$ cat src/rtl/vx_lsu_commit_arb.sv
// vx_lsu_commit_arb: merges the LSU load-commit and store-commit streams onto one registered commit port.
// Latency: store 1 cycle, load 2 cycles (through an LDQ_DEPTH-entry FIFO); loads leave in arrival order.
// Backpressure: out_ready_i low holds the output register; loads buffer until the FIFO is full, stores stall.
// Optional: define LSU_COMMIT_PERF_EN to add the perf_stall_cycles_o / perf_starve_wins_o counters.
module vx_lsu_commit_arb #(
   parameter int NUM_THREADS  = 4,
   parameter int NW_BITS      = 2,
   parameter int NR_BITS      = 5,
   parameter int LDQ_DEPTH    = 2,
   parameter int STARVE_LIMIT = 4
) (
   input  logic                       clk_i,
   input  logic                       reset_n_i,
   input  logic                       ld_valid_i,
   output logic                       ld_ready_o,
   input  logic [NW_BITS-1:0]         ld_wid_i,
   input  logic [NUM_THREADS-1:0]     ld_tmask_i,
   input  logic [31:0]                ld_pc_i,
   input  logic [NR_BITS-1:0]         ld_rd_i,
   input  logic                       ld_wb_i,
   input  logic [NUM_THREADS*32-1:0]  ld_data_i,
   input  logic                       ld_eop_i,
   input  logic                       st_valid_i,
   output logic                       st_ready_o,
   input  logic [NW_BITS-1:0]         st_wid_i,
   input  logic [NUM_THREADS-1:0]     st_tmask_i,
   input  logic [31:0]                st_pc_i,
   output logic                       out_valid_o,
   input  logic                       out_ready_i,
   output logic [NW_BITS-1:0]         out_wid_o,
   output logic [NUM_THREADS-1:0]     out_tmask_o,
   output logic [31:0]                out_pc_o,
   output logic [NR_BITS-1:0]         out_rd_o,
   output logic                       out_wb_o,
   output logic [NUM_THREADS*32-1:0]  out_data_o,
   output logic                       out_eop_o
`ifdef LSU_COMMIT_PERF_EN
   ,
   output logic [31:0]                perf_stall_cycles_o,
   output logic [31:0]                perf_starve_wins_o
`endif
);

   localparam int AW   = $clog2(LDQ_DEPTH);
   localparam int PW   = AW + 1;
   localparam int SC_W = (STARVE_LIMIT > 0) ? $clog2(STARVE_LIMIT + 1) : 1;
   localparam logic [SC_W-1:0] SC_MAX = SC_W'(STARVE_LIMIT);

   typedef struct packed {
      logic [NW_BITS-1:0]        wid;
      logic [NUM_THREADS-1:0]    tmask;
      logic [31:0]               pc;
      logic [NR_BITS-1:0]        rd;
      logic                      wb;
      logic [NUM_THREADS*32-1:0] data;
      logic                      eop;
   } commit_t;

   commit_t          fifo_q [LDQ_DEPTH];
   logic [PW-1:0]    wr_ptr_q, wr_ptr_d;
   logic [PW-1:0]    rd_ptr_q, rd_ptr_d;
   logic [SC_W-1:0]  starve_cnt_q, starve_cnt_d;
   logic             out_valid_q;
   commit_t          out_q;

   logic             fifo_empty, fifo_full;
   logic             push, pop;
   logic             load_en, ld_pend, st_prio, st_pick, st_win, ld_win;
   commit_t          ld_pkt, st_pkt, head_pkt;

   // Full when the pointers address the same slot but are a lap apart (MSB differs).
   assign fifo_empty = (wr_ptr_q == rd_ptr_q);
   assign fifo_full  = (wr_ptr_q[PW-1] != rd_ptr_q[PW-1]) &&
                       (wr_ptr_q[AW-1:0] == rd_ptr_q[AW-1:0]);

   // A full FIFO never accepts, even if the head leaves this cycle.
   assign ld_ready_o = reset_n_i & ~fifo_full;
   assign push       = ld_valid_i & ld_ready_o;

   // The output register only changes when empty or being consumed; arbitration is gated on that.
   assign load_en  = ~out_valid_q | out_ready_i;
   assign ld_pend  = ~fifo_empty;
   assign st_prio  = (starve_cnt_q >= SC_MAX);
   assign st_pick  = st_valid_i & (st_prio | ~ld_pend);
   assign st_win   = load_en & st_pick;
   assign ld_win   = load_en & ~st_pick & ld_pend;
   assign pop      = ld_win;

   assign st_ready_o = reset_n_i & st_win;

   assign ld_pkt   = '{wid: ld_wid_i, tmask: ld_tmask_i, pc: ld_pc_i, rd: ld_rd_i,
                       wb: ld_wb_i, data: ld_data_i, eop: ld_eop_i};
   // Stores carry no writeback: register, data and wb are zero and the packet is always a single eop.
   assign st_pkt   = '{wid: st_wid_i, tmask: st_tmask_i, pc: st_pc_i, rd: '0,
                       wb: 1'b0, data: '0, eop: 1'b1};
   assign head_pkt = fifo_q[rd_ptr_q[AW-1:0]];

   // Next-state for FIFO pointers and the store starvation counter.
   always_comb begin
      wr_ptr_d     = wr_ptr_q + PW'(push);
      rd_ptr_d     = rd_ptr_q + PW'(pop);
      starve_cnt_d = starve_cnt_q;
      if (st_win || !st_valid_i) begin
         starve_cnt_d = '0;
      end else if (starve_cnt_q < SC_MAX) begin
         starve_cnt_d = starve_cnt_q + 1'b1;
      end
   end

   // FIFO storage needs no reset: slots are only read after being written.
   always_ff @(posedge clk_i) begin
      if (push) begin
         fifo_q[wr_ptr_q[AW-1:0]] <= ld_pkt;
      end
   end

   // Pointer and starvation state; reset discards any buffered loads.
   always_ff @(posedge clk_i) begin
      if (!reset_n_i) begin
         wr_ptr_q     <= '0;
         rd_ptr_q     <= '0;
         starve_cnt_q <= '0;
      end else begin
         wr_ptr_q     <= wr_ptr_d;
         rd_ptr_q     <= rd_ptr_d;
         starve_cnt_q <= starve_cnt_d;
      end
   end

   // Output register takes the winner on load_en; payload is held otherwise.
   always_ff @(posedge clk_i) begin
      if (!reset_n_i) begin
         out_valid_q <= 1'b0;
         out_q       <= '0;
      end else if (load_en) begin
         out_valid_q <= st_win | ld_win;
         if (st_win) begin
            out_q <= st_pkt;
         end else if (ld_win) begin
            out_q <= head_pkt;
         end
      end
   end

   assign out_valid_o = out_valid_q;
   assign out_wid_o   = out_q.wid;
   assign out_tmask_o = out_q.tmask;
   assign out_pc_o    = out_q.pc;
   assign out_rd_o    = out_q.rd;
   assign out_wb_o    = out_q.wb;
   assign out_data_o  = out_q.data;
   assign out_eop_o   = out_q.eop;

`ifdef LSU_COMMIT_PERF_EN
   logic [31:0] perf_stall_q;
   logic [31:0] perf_wins_q;

   // Stall cycles count held output; starve wins count store grants forced by the counter.
   always_ff @(posedge clk_i) begin
      if (!reset_n_i) begin
         perf_stall_q <= '0;
         perf_wins_q  <= '0;
      end else begin
         if (out_valid_q && !out_ready_i) begin
            perf_stall_q <= perf_stall_q + 32'd1;
         end
         if (st_win && st_prio) begin
            perf_wins_q <= perf_wins_q + 32'd1;
         end
      end
   end

   assign perf_stall_cycles_o = perf_stall_q;
   assign perf_starve_wins_o  = perf_wins_q;
`endif

endmodule
$ cat config.mk
export PLATFORM = sky130hd
export DESIGN_NAME = vx_lsu_commit_arb
export DESIGN_NICKNAME = d
export VERILOG_FILES = /design/src/rtl/vx_lsu_commit_arb.sv
export SDC_FILE = /design/constraint.sdc
export NUM_CORES = 1
export LEC_CHECK = 0
export ABC_AREA = 1
export BUFFER_PORTS_ARGS = -buffer_cell sky130_fd_sc_hd__buf_4
export CAP_MARGIN = 20
export CORE_MARGIN = 1.5
export CORE_UTILIZATION = 50
export DETAILED_ROUTE_END_ITERATION = 16
export GPL_ROUTABILITY_DRIVEN = 0
export PLACE_DENSITY = 0.84
export REMOVE_ABC_BUFFERS = 1
export SLEW_MARGIN = 5
export SYNTH_ARGS = -nofsm -noshare
export SYNTH_HDL_FRONTEND = slang
export SYNTH_SLANG_ARGS = --single-unit
$ cat constraint.sdc
create_clock -name clk_i -period 8.55 [get_ports clk_i]
set_input_delay 1.2825 -clock clk_i [delete_from_list [all_inputs] [get_ports clk_i]]
set_output_delay 1.2825 -clock clk_i [all_outputs]
set_load 0.01 [all_outputs]
==> run summary <==
The tools report the critical path startpoint category as a flop. The final worst-path cycle share came out at 0.589. The endpoint identified for the worst register-to-register timing path is out_rd_o[4].

Synthesis inferred 528 register bits. The register clock-pin slew on the reported worst setup and hold paths is 60 ps, and the synthesis-to-finish area growth is 24.9%. In the final routed layout, each cell accounts on average for 18.2 um. The routed wire length came out at 45900 um. The slack of the worst reg-to-reg path was 4530 ps; the final number of hold-violating endpoints was 0. The highest clock frequency the design can meet is 199 MHz.

Setup repair after global routing left no endpoint under its margin. The category of the most critical setup path is reg -> out. The largest net degree at the start of global routing came out at 111. The run gives 392 as the number of placed I/O pins.

The half-perimeter wire length after placement is 28500 um, and the number of distinct library cells after synthesis is 24. The mean area per synthesized cell works out to 12.3 um^2. The clock passes through at most 3 buffers.

The via count of the first global-routing pass is 13200. Excluding fillers, the count of instances in the completed layout stands at 2521. Summed over all layers, the global routing overflow is 0. TritonCTS built the clock tree. The measured slew at the worst slew-check pin is 1090 ps. The power per unit of standard cell area came out at 284 mW/mm^2. The share of layout cells above drive strength 1 is 0.313, and the first-iteration detailed-routing DRC count is 871. After detailed routing, the number of remaining DRC violations is 0.

The detail route stage leaves a number of antenna-violating nets equal to 0. Data on the critical path arrives at its endpoint at 3750 ps. The run finished with clean final reports. The number of clock buffers inserted by TritonCTS was 52. The number of vias per cell works out to 5.26.

The tools report the detailed-routing iteration count for the pre-antenna-repair pass as 5. The tools report the critical path capture point type as an output pin. At the later pin of the worst-skew pair, clock insertion delay measures 590 ps.

Static leakage: 9.55 nW. The root buffer selected by CTS is sky130_fd_sc_hd__clkbuf_16. The headroom to the max-slew limit is 0.270.

The share of synthesized registers carrying an async set or reset is 0. The final-report max-slew violation count was 0. Commonest non-fill, non-tap cell in the layout: sky130_fd_sc_hd__buf_4. The tools report the proportion of synthesized chip area in sequential cells as 0.711. The number of placed instances, taps included, is 2422. The top flip-flop cell by instance count after synthesis was sky130_fd_sc_hd__edfxtp_1. The run gives 0 as the count of cells resized by post-cts repair.

The number of synthesis warnings came out at 0. During placement, the flow inserted port buffers numbering 391. The global-route wire length before repair was 70400 um; the total number of clock tree sinks was 528. Beginning of the worst hold path: out_data_o[42]. In this run the number of H-tree levels came out at 2.

The synthesized design contains 346 enable-type register cells. For the area inside the core boundary, the log shows 0.0388 mm^2. The initial cell density of the core is 0.508, and the initial antenna violation count is 2.

The floorplan step set the die width to 202 um. The data required time at the worst endpoint was 7270 ps; the accumulated negative setup slack was 0 ps. The cell row count is 72, and the largest incremental delay on the critical path is 690 ps. IR analysis of the VDD net gives a maximum drop of 0.205 mV. The count of endpoints failing setup in the final report is 0, and the global-route total usage across every layer is 0.220. For the final setup skew, the log shows 23.2 ps.

On the critical path, the stage with the largest delay is an instance of sky130_fd_sc_hd__nand2_2. The tools report the terminating pin of the worst hold path as out_data_o[42]. The number of hold buffers added after CTS was 0. Of all nets on the critical path, the largest fanout is 77. Number of post-CTS setup repair buffers: 0.

The beginning of the worst register-to-register path was wr_ptr_q[0]. Measured along the y axis, the die boundary spans 202 um. The tools report the synthesized netlist cell count as 1605. Traced cell by cell, the critical path runs through inv_2 -> nand2_1 -> nand2_1 -> nand2_2 -> nand2_2 -> nand3_2 -> buf_4 -> nor2_1 -> buf_4.

In the layout the commonest cells are 403 x sky130_fd_sc_hd__buf_4, 398 x sky130_fd_sc_hd__nand2_1, 346 x sky130_fd_sc_hd__edfxtp_1. The number of cells on the worst reg-to-reg path was 9. The smallest clock period supported by the final layout is computed as 5030 ps.

At the end of the flow, the number of nets in the layout was 2179. Across the run, the number of max-cap violations was 0. The synthesized area is 0.0197 mm^2, and the count of vias placed by the detailed router is 13300. The path class of the tightest hold or removal check is reg -> reg.

The number of cells on the worst hold path is 2, and the floorplan die area is 0.0407 mm^2.
==> cell families after synthesis <==
logic type,after synthesis,synth area share
DFF,528,0.711
AOI/OAI and AO/OA,214,0.0544
muxes,135,0.0770
buffers and inverters,194,0.0422
and+or+nand+nor,527,0.111
adders and majority gates,5,0.00317
xor gates and xnor gates,2,0.000888
==> synthesized netlist by cell type, types with 2 or more instances <==
master | instances | share of area
sky130_fd_sc_hd__buf_4 | 5 | 0.0019
sky130_fd_sc_hd__xnor2_1 | 2 | 0.00089
sky130_fd_sc_hd__ha_1 | 5 | 0.0032
sky130_fd_sc_hd__edfxtp_1 | 346 | 0.53
sky130_fd_sc_hd__nand3_1 | 78 | 0.020
sky130_fd_sc_hd__o21ai_0 | 38 | 0.0096
sky130_fd_sc_hd__a31oi_1 | 2 | 0.00063
sky130_fd_sc_hd__clkbuf_1 | 34 | 0.0065
sky130_fd_sc_hd__a21oi_1 | 174 | 0.044
sky130_fd_sc_hd__inv_2 | 3 | 0.00057
sky130_fd_sc_hd__dfxtp_1 | 182 | 0.18
sky130_fd_sc_hd__nor2_1 | 6 | 0.0011
sky130_fd_sc_hd__nand2_1 | 398 | 0.076
sky130_fd_sc_hd__buf_2 | 63 | 0.016
sky130_fd_sc_hd__mux2_2 | 135 | 0.077
sky130_fd_sc_hd__nand4_1 | 38 | 0.012
sky130_fd_sc_hd__inv_1 | 86 | 0.016
sky130_fd_sc_hd__nand2_2 | 4 | 0.0013
==> registers in the layout (all words and copies together), names as in the netlist, named ones only <==
| register | flops |
|---|---|
| fifo_q | 346 |
| out_data_o | 128 |
| out_pc_o | 32 |
| out_rd_o | 5 |
| out_tmask_o | 4 |
| starve_cnt_q | 3 |
| out_wid_o | 2 |
| rd_ptr_q | 2 |
| wr_ptr_q | 2 |
| out_eop_o | 1 |
| out_valid_o | 1 |
| out_wb_o | 1 |
==> routing by layer <==
layer	track usage	vias to the layer above	wire [um]
met2	0.358	636	22000
met5	0	-	0
met1	0.277	6264	17900
li1	-	6263	-
met3	0.0628	105	4490
met4	0.0938	0	1550
==> worst max path at each step <==
| stage | from | to | depth (start not counted) | slack [ps] |
|---|---|---|---|---|
| after floorplan | out_ready_i | rd_ptr_q[1] | 8 | 790 |
| after global placement | out_ready_i | out_data_o[57] | 8 | 3920 |
| after detailed placement | out_ready_i | out_data_o[56] | 8 | 3820 |
| after CTS | wr_ptr_q[0] | st_ready_o | 9 | 3520 |
| after global routing | wr_ptr_q[0] | st_ready_o | 9 | 3220 |
| final | wr_ptr_q[0] | st_ready_o | 9 | 3520 |
==> where the power goes <==
part	internal [mW]	total (mW)	switching [mW]
Combinational	0.651	1.60	0.953
Sequential	3.00	3.17	0.168
Clock	1.29	2.23	0.938
==> layout make-up <==
type / instances / area (um^2)
clock inverters: 29 / 259
flip-flops and latches: 528 / 14000
inverters: 90 / 340
clock buffers: 68 / 1410
well taps: 518 / 648
fillers: 2843 / 14200
multi-input cells: 883 / 4910
diodes: 2 / 5.00
repair buffers: 403 / 3030
==> metrics by stage <==
step / util / hold slack (ps) / cell area (um^2) / power (mW) / setup WS [ps]
after global routing: 0.634 / 486 / 24600 / 7.32 / 3220
after global placement: 0.591 / 452 / 23000 / 4.78 / 3920
after floorplan: - / 460 / 19200 / 4.19 / 793
after detailed placement: 0.591 / 459 / 23000 / 4.82 / 3820
final: 0.635 / 464 / 24600 / 7.00 / 3520
after CTS: 0.634 / 467 / 24600 / 7.06 / 3520
==> critical path, delay by kind of cell, from the launching register on <==
kind | cells | cell delay, ps
simple gates | 6 | 1850
buf+inv | 3 | 860
flops | 1 | 410
(Power assumes the default switching activity.)
